**config.mk**
```make
export PLATFORM = sky130hd
export DESIGN_NAME = branch_target_buffer_dp
export DESIGN_NICKNAME = d
export VERILOG_FILES = /design/src/rtl/branch_target_buffer_dp.sv
export SDC_FILE = /design/constraint.sdc
export NUM_CORES = 1
export LEC_CHECK = 0
export ABC_CLOCK_PERIOD_IN_PS = 7940
export BUFFER_PORTS_ARGS = -buffer_cell sky130_fd_sc_hd__buf_2
export CAP_MARGIN = 10
export CORE_MARGIN = 1
export CORE_UTILIZATION = 50
export CTS_BUF_LIST = sky130_fd_sc_hd__clkbuf_8
export DETAILED_ROUTE_END_ITERATION = 12
export PLACE_DENSITY = 0.67
export SLEW_MARGIN = 20
export SYNTH_ARGS = -nofsm -noshare
export SYNTH_HDL_FRONTEND = slang
export SYNTH_SLANG_ARGS = --single-unit
export TNS_END_PERCENT = 10
```
**constraint.sdc**
```tcl
create_clock -name clk -period 7.94 [get_ports clk]
set_input_delay 1.588 -clock clk [delete_from_list [all_inputs] [get_ports clk]]
set_output_delay 1.588 -clock clk [all_outputs]
set_load 0.005 [all_outputs]
```
**src/rtl/branch_target_buffer_dp.sv**
```systemverilog
// Direct-mapped branch target buffer with per-entry 2-bit saturating direction counters.
// Lookup is combinational from the fetch PC; training comes from the resolved-branch port.
module branch_target_buffer_dp #(
  parameter int ENTRIES  = 16,
  parameter int IDX_BITS = $clog2(ENTRIES)
) (
  input  logic        clk,
  input  logic        clear,
  input  logic [31:0] pc,
  input  logic        update_en,
  input  logic        update_outcome,
  input  logic [31:0] update_pc,
  input  logic [31:0] update_target,
  output logic [31:0] target,
  output logic        pred
);

  localparam int TAG_BITS = 30 - IDX_BITS;

  logic                valid_r [ENTRIES];
  logic [TAG_BITS-1:0] tag_r   [ENTRIES];
  logic [31:0]         tgt_r   [ENTRIES];
  logic [1:0]          ctr_r   [ENTRIES];

  logic [IDX_BITS-1:0] lk_idx_s;
  logic [TAG_BITS-1:0] lk_tag_s;
  logic                lk_hit_s;
  logic [IDX_BITS-1:0] up_idx_s;
  logic [TAG_BITS-1:0] up_tag_s;
  logic                up_match_s;
  logic                unused_s;

  function automatic logic [1:0] ctr_inc(input logic [1:0] c);
    if (c == 2'b11) return 2'b11;
    else return c + 2'b01;
  endfunction

  function automatic logic [1:0] ctr_dec(input logic [1:0] c);
    if (c == 2'b00) return 2'b00;
    else return c - 2'b01;
  endfunction

  // Byte offset bits never participate in index or tag.
  assign unused_s = ^{pc[1:0], update_pc[1:0]};

  // Fetch-side lookup: pre-update state is visible in the same cycle.
  always_comb begin
    lk_idx_s = pc[IDX_BITS+1:2];
    lk_tag_s = pc[31:IDX_BITS+2];
    lk_hit_s = valid_r[lk_idx_s] && (tag_r[lk_idx_s] == lk_tag_s);
    if (lk_hit_s) begin
      target = tgt_r[lk_idx_s];
      pred   = ctr_r[lk_idx_s][1];
    end else begin
      target = 32'h0000_0000;
      pred   = 1'b0;
    end
  end

  // Decode of the entry addressed by the resolved branch.
  always_comb begin
    up_idx_s   = update_pc[IDX_BITS+1:2];
    up_tag_s   = update_pc[31:IDX_BITS+2];
    up_match_s = valid_r[up_idx_s] && (tag_r[up_idx_s] == up_tag_s);
  end

  // Entry storage: clear wins over training; a taken miss allocates over any alias.
  always_ff @(posedge clk) begin
    if (clear) begin
      for (int i = 0; i < ENTRIES; i++) begin
        valid_r[i] <= 1'b0;
        ctr_r[i]   <= 2'b00;
      end
    end else if (update_en) begin
      if (up_match_s) begin
        if (update_outcome) begin
          ctr_r[up_idx_s] <= ctr_inc(ctr_r[up_idx_s]);
          tgt_r[up_idx_s] <= update_target;
        end else begin
          ctr_r[up_idx_s] <= ctr_dec(ctr_r[up_idx_s]);
        end
      end else if (update_outcome) begin
        valid_r[up_idx_s] <= 1'b1;
        tag_r[up_idx_s]   <= up_tag_s;
        tgt_r[up_idx_s]   <= update_target;
        ctr_r[up_idx_s]   <= 2'b10;
      end else begin
        valid_r[up_idx_s] <= valid_r[up_idx_s];
      end
    end else begin
      valid_r[0] <= valid_r[0];
    end
  end

endmodule

```
==> metrics.md <==
| Metric | Value |
|---|---|
| Synth Instances | 1945 |
| Family with the most delay on the worst path | simple AND/OR/NAND/NOR gates |
| Gates resized, CTS repair | 0 |
| Post-CTS Hold Buffers | 0 |
| Number of DRC violations after detailed-routing iteration 0 | between 2000 and 2500 |
| Final design area excluding fillers | 47200 um2 |
| Fin crit period | about 6.9 ns |
| Vias in the first global route | 22641 |
| Post-synth design cell area | around 42000 um2 |
| Warnings from Yosys | 0 |
| Antenna violations before repair | 11 |
| Arithmetic-cell share of the synthesized area counting full adders, half adders and majority gates | 0% |
| Tot Pwr | 10.6 mW |
| Setup bufs post-CTS | 0 |
| Last weighted congestion value of the routability-driven placer | about 0.80 |
| Fin Clk Skew | around 0.042 ns |
| Dpl cells | 3100 |
| Ordered cell list for the critical path | buf_8, mux4_2, mux4_2, xnor2_1, nand4_1, nor4_1, nand4_1, buf_4, nor2b_1, buf_2 |
| Start of the worst register-to-register path | tag_r[14][5] |
| Fraction of the mapped netlist area in compound gates | 1.79% |
| Data required time of the worst path | between 6 and 7 ns |
| Critical-path top delay cell | sky130_fd_sc_hd__mux4_2 |
| Worst slew pin tran | approximately 1.1 ns |
| Via density per instance | ~6.4 |
| Type of the worst setup path | in -> out |
| Cell area reported after detailed placement | 44300 um2 |
| Total routing resource utilization after global routing | between 20 and 25% |
| Worst slack at placement | 1.01 ns |
| Share of flip-flops with an asynchronous set or reset | 0% |
| Data arrival, critical path | ~5.3 ns |
| Number of rows in the core area | ~110 |
| Clock tree from TritonCTS | done |
| Avg Cell Area, Syn | roughly 22 um2 |
| Initial core utilization | a little over 50% |
| Worst path bufs/invs | 3 |
| Die outline height | slightly below 300 um |
| Horizontal die dimension | approximately 290 um |
| Combinational family with the most area after synthesis | multiplexers |
| Largest incremental delay on the critical path | 0.56 ns |
| Primary flip-flop cell chosen by synthesis mapping | sky130_fd_sc_hd__edfxtp_1 |
| Post-route ant nets | 0 |
| Number of nets in the layout | ~2300 |
| CTS Sinks | 976 |
| Worst-case reg-to-reg path depth | 10 |
| Remaining routing DRC violations | 0 |
| Power density relative to cell area | approximately 220 nW/um2 |
| Worst min path class | in -> reg |
| Worst-case clock buffer depth | 3 |
| Normalized max-slew margin | 29.9% |
| Non-filler instance count after layout | between 3000 and 4000 |
| Detailed Place HPWL | roughly 58000 um |
| CTS root buf | sky130_fd_sc_hd__clkbuf_8 |
| Proportion of layout cells with a drive suffix above 1 | a little under two fifths |
| Worst Min Path Start | update_target[18] |
| Remaining global-route overflow | 0 |
| Number of top-level pins | approximately 130 |
| Number of synthesized register bits | just under 1000 |
| Die area | between 80000 and 90000 um2 |
| Average wire per cell in the routed design | roughly 30 um |
| Mux cell area share after synthesis | a little under a quarter |
| Area overhead of the layout relative to synthesis | 12.3% |
| Number of different library cells in the post-synthesis netlist | 60 |
| P_leak | ~15 nW |
| Maximum number of pins on one net before global-route repair | 57 |
| Final Routed Wirelength | 102000 um |
| Sum Neg Setup Slack | 0 ns |
| Critical-path maximum fanout | 33 |
| Fraction of the yosys area taken by sequential cells | between 60 and 70% |
| Capturing element type of the critical path | primary output |
| Total count of max-transition violations in the final report | 0 |
| Vias after detailed routing | between 20000 and 25000 |
| Clock network latency to the later pin of the worst-skew pair | between 0.8 and 0.9 ns |
| CTS Buf Count | between 150 and 200 |
| Final Setup Violations | 0 |
| FMAX | 0.146 GHz |
| DRT Pass-1 Iters | 5 |
| Largest vdd supply drop | ~140 uV |
| Final hold viol count | 0 |
| Syn_nets | 2045 |
| Worst Hold End | tgt_r[15][18] |
| Quantity of I/O buffers inserted on ports | between 100 and 150 |
| Reg2reg setup slack | about 3.6 ns |
| Final period util | 86.4% |
| First-pass GRT wire length | 150000 um |
| Type of origin of the critical path | primary input |
| Setup repair after global routing missed its margin | no |
| Endpoint of the worst register-to-register path | tag_r[8][12] |
| Clock slew at the register clock pins of the worst setup and hold paths | roughly 0.060 ns |
| Post-synthesis share of cell area spent on and, or, nand and nor gates | ~2.3% |
| Worst Slack Setup Final | between 1 and 1.5 ns |
| Run status | complete, no violations |
| Max-capacitance violation count | 0 |
| Number of flops mapped to enable cells by yosys | 976 |
| Placeable core region | approximately 83000 um2 |
| Maximum level of the CTS H-tree | 4 |
| Xor-xnor portion of the synthesized cell area | 1.31% |
| Hold Path Depth | 1 |
[worst reg2reg max path, cell delays in order (launching register included)]
cell	delay [ns]
sky130_fd_sc_hd__edfxtp_1	0.40
sky130_fd_sc_hd__mux4_2	0.49
sky130_fd_sc_hd__mux2i_1	0.19
sky130_fd_sc_hd__xor2_1	0.18
sky130_fd_sc_hd__nand3_1	0.21
sky130_fd_sc_hd__or4_4	0.58
sky130_fd_sc_hd__a2111oi_4	0.50
sky130_fd_sc_hd__a21o_2	0.87
sky130_fd_sc_hd__buf_4	0.33
sky130_fd_sc_hd__nor2_4	0.06
sky130_fd_sc_hd__buf_4	0.25
[final cells by class]
cell class	instances	area, um2
fillers	6125	36200
repair buffers	202	1290
well taps	1080	1350
clock buffers	161	2220
multi-input cells	838	12300
flip-flops and latches	976	29300
clock inverters	117	742
diodes	8	20.0
inverters	4	15.0
[registers in the layout, indices dropped and copies added, names as in the netlist]
signal   flops
tgt_r      512
tag_r      416
ctr_r       32
valid_r     16
[cell usage in the layout, fill, tap and decap left out, drive strengths merged, types with 2 or more instances in the layout]
master   count
edfxtp     976
mux4       393
buf        202
clkbuf     161
mux2i       75
inv         63
nor2        59
clkinv      50
nor2b       42
xnor2       32
xor2        31
nand2       24
nor3        23
o21ai       22
a21oi       19
o31ai       16
mux2        14
nand3        9
o22ai        9
nand4        9
diode        8
a22o         7
bufinv       7
a221oi       7
a22oi        6
nor4         6
nand2b       5
and3         3
a21o         3
a2111oi      3
and2         2
o21a         2
and4         2
a41oi        2
nor4b        2
or3b         2
[worst max-delay path by stage]
stage	from	to	slack, ns	cells after the start
after global routing	pc[2]	target[18]	0.80	11
after CTS	pc[2]	target[18]	1.0	11
after detailed placement	pc[2]	target[18]	1.01	11
after global placement	pc[2]	target[10]	1.06	11
after floorplan	pc[2]	target[10]	1.96	10
final	pc[2]	target[18]	1.08	10
[synthesized netlist by cell type (all sizes together), types with 5 or more instances]
| cell type | count | share of area [%] |
|---|---|---|
| a21oi | 19 | 0.23 |
| nand2 | 24 | 0.21 |
| o22ai | 9 | 0.13 |
| nor4 | 6 | 0.10 |
| mux4 | 393 | 21 |
| nor2b | 42 | 0.62 |
| mux2 | 14 | 0.37 |
| xor2 | 31 | 0.65 |
| clkbuf | 60 | 0.54 |
| o31ai | 16 | 0.32 |
| nand2b | 5 | 0.074 |
| nor2 | 59 | 0.56 |
| nand3 | 9 | 0.11 |
| nor3 | 23 | 0.27 |
| edfxtp | 976 | 70 |
| o21ai | 22 | 0.26 |
| mux2i | 75 | 1.8 |
| buf | 67 | 1.1 |
| a22oi | 6 | 0.11 |
| xnor2 | 32 | 0.67 |
| a22o | 7 | 0.15 |
| nand4 | 9 | 0.15 |
| a221oi | 7 | 0.16 |
[stage by stage]
step / utilization (%) / hold slack (ns)
after global routing: 56.6 / 1.10
final: 56.6 / 1.14
after CTS: 56.6 / 1.07
after detailed placement: 53.1 / 1.52
after floorplan: - / 1.13
after global placement: 53.1 / 1.51
[cells by family after synthesis]
family	count (synthesis)
AO/OA/AOI/OAI	104
AND/OR/NAND/NOR	189
buffers and inverters	131
multiplexers	482
XOR/XNOR	63
flip-flops	976
[per-layer routing]
metal | global-route usage, % | share of wire [%] | up-vias
met5 | 0 | 0.038 | -
met4 | 7.57 | 2.3 | 6
met3 | 5.20 | 8.0 | 176
met2 | 39.4 | 50 | 1013
met1 | 33.5 | 40 | 11543
li1 | - | - | 8855
[power breakdown]
group / switching [mW] / leakage, nW / internal [mW]
Combinational: 0.398 / 4.63 / 0.314
Clock: 1.98 / 1.70 / 2.13
Sequential: 0.0148 / 8.85 / 5.71
(Power assumes the default switching activity.)
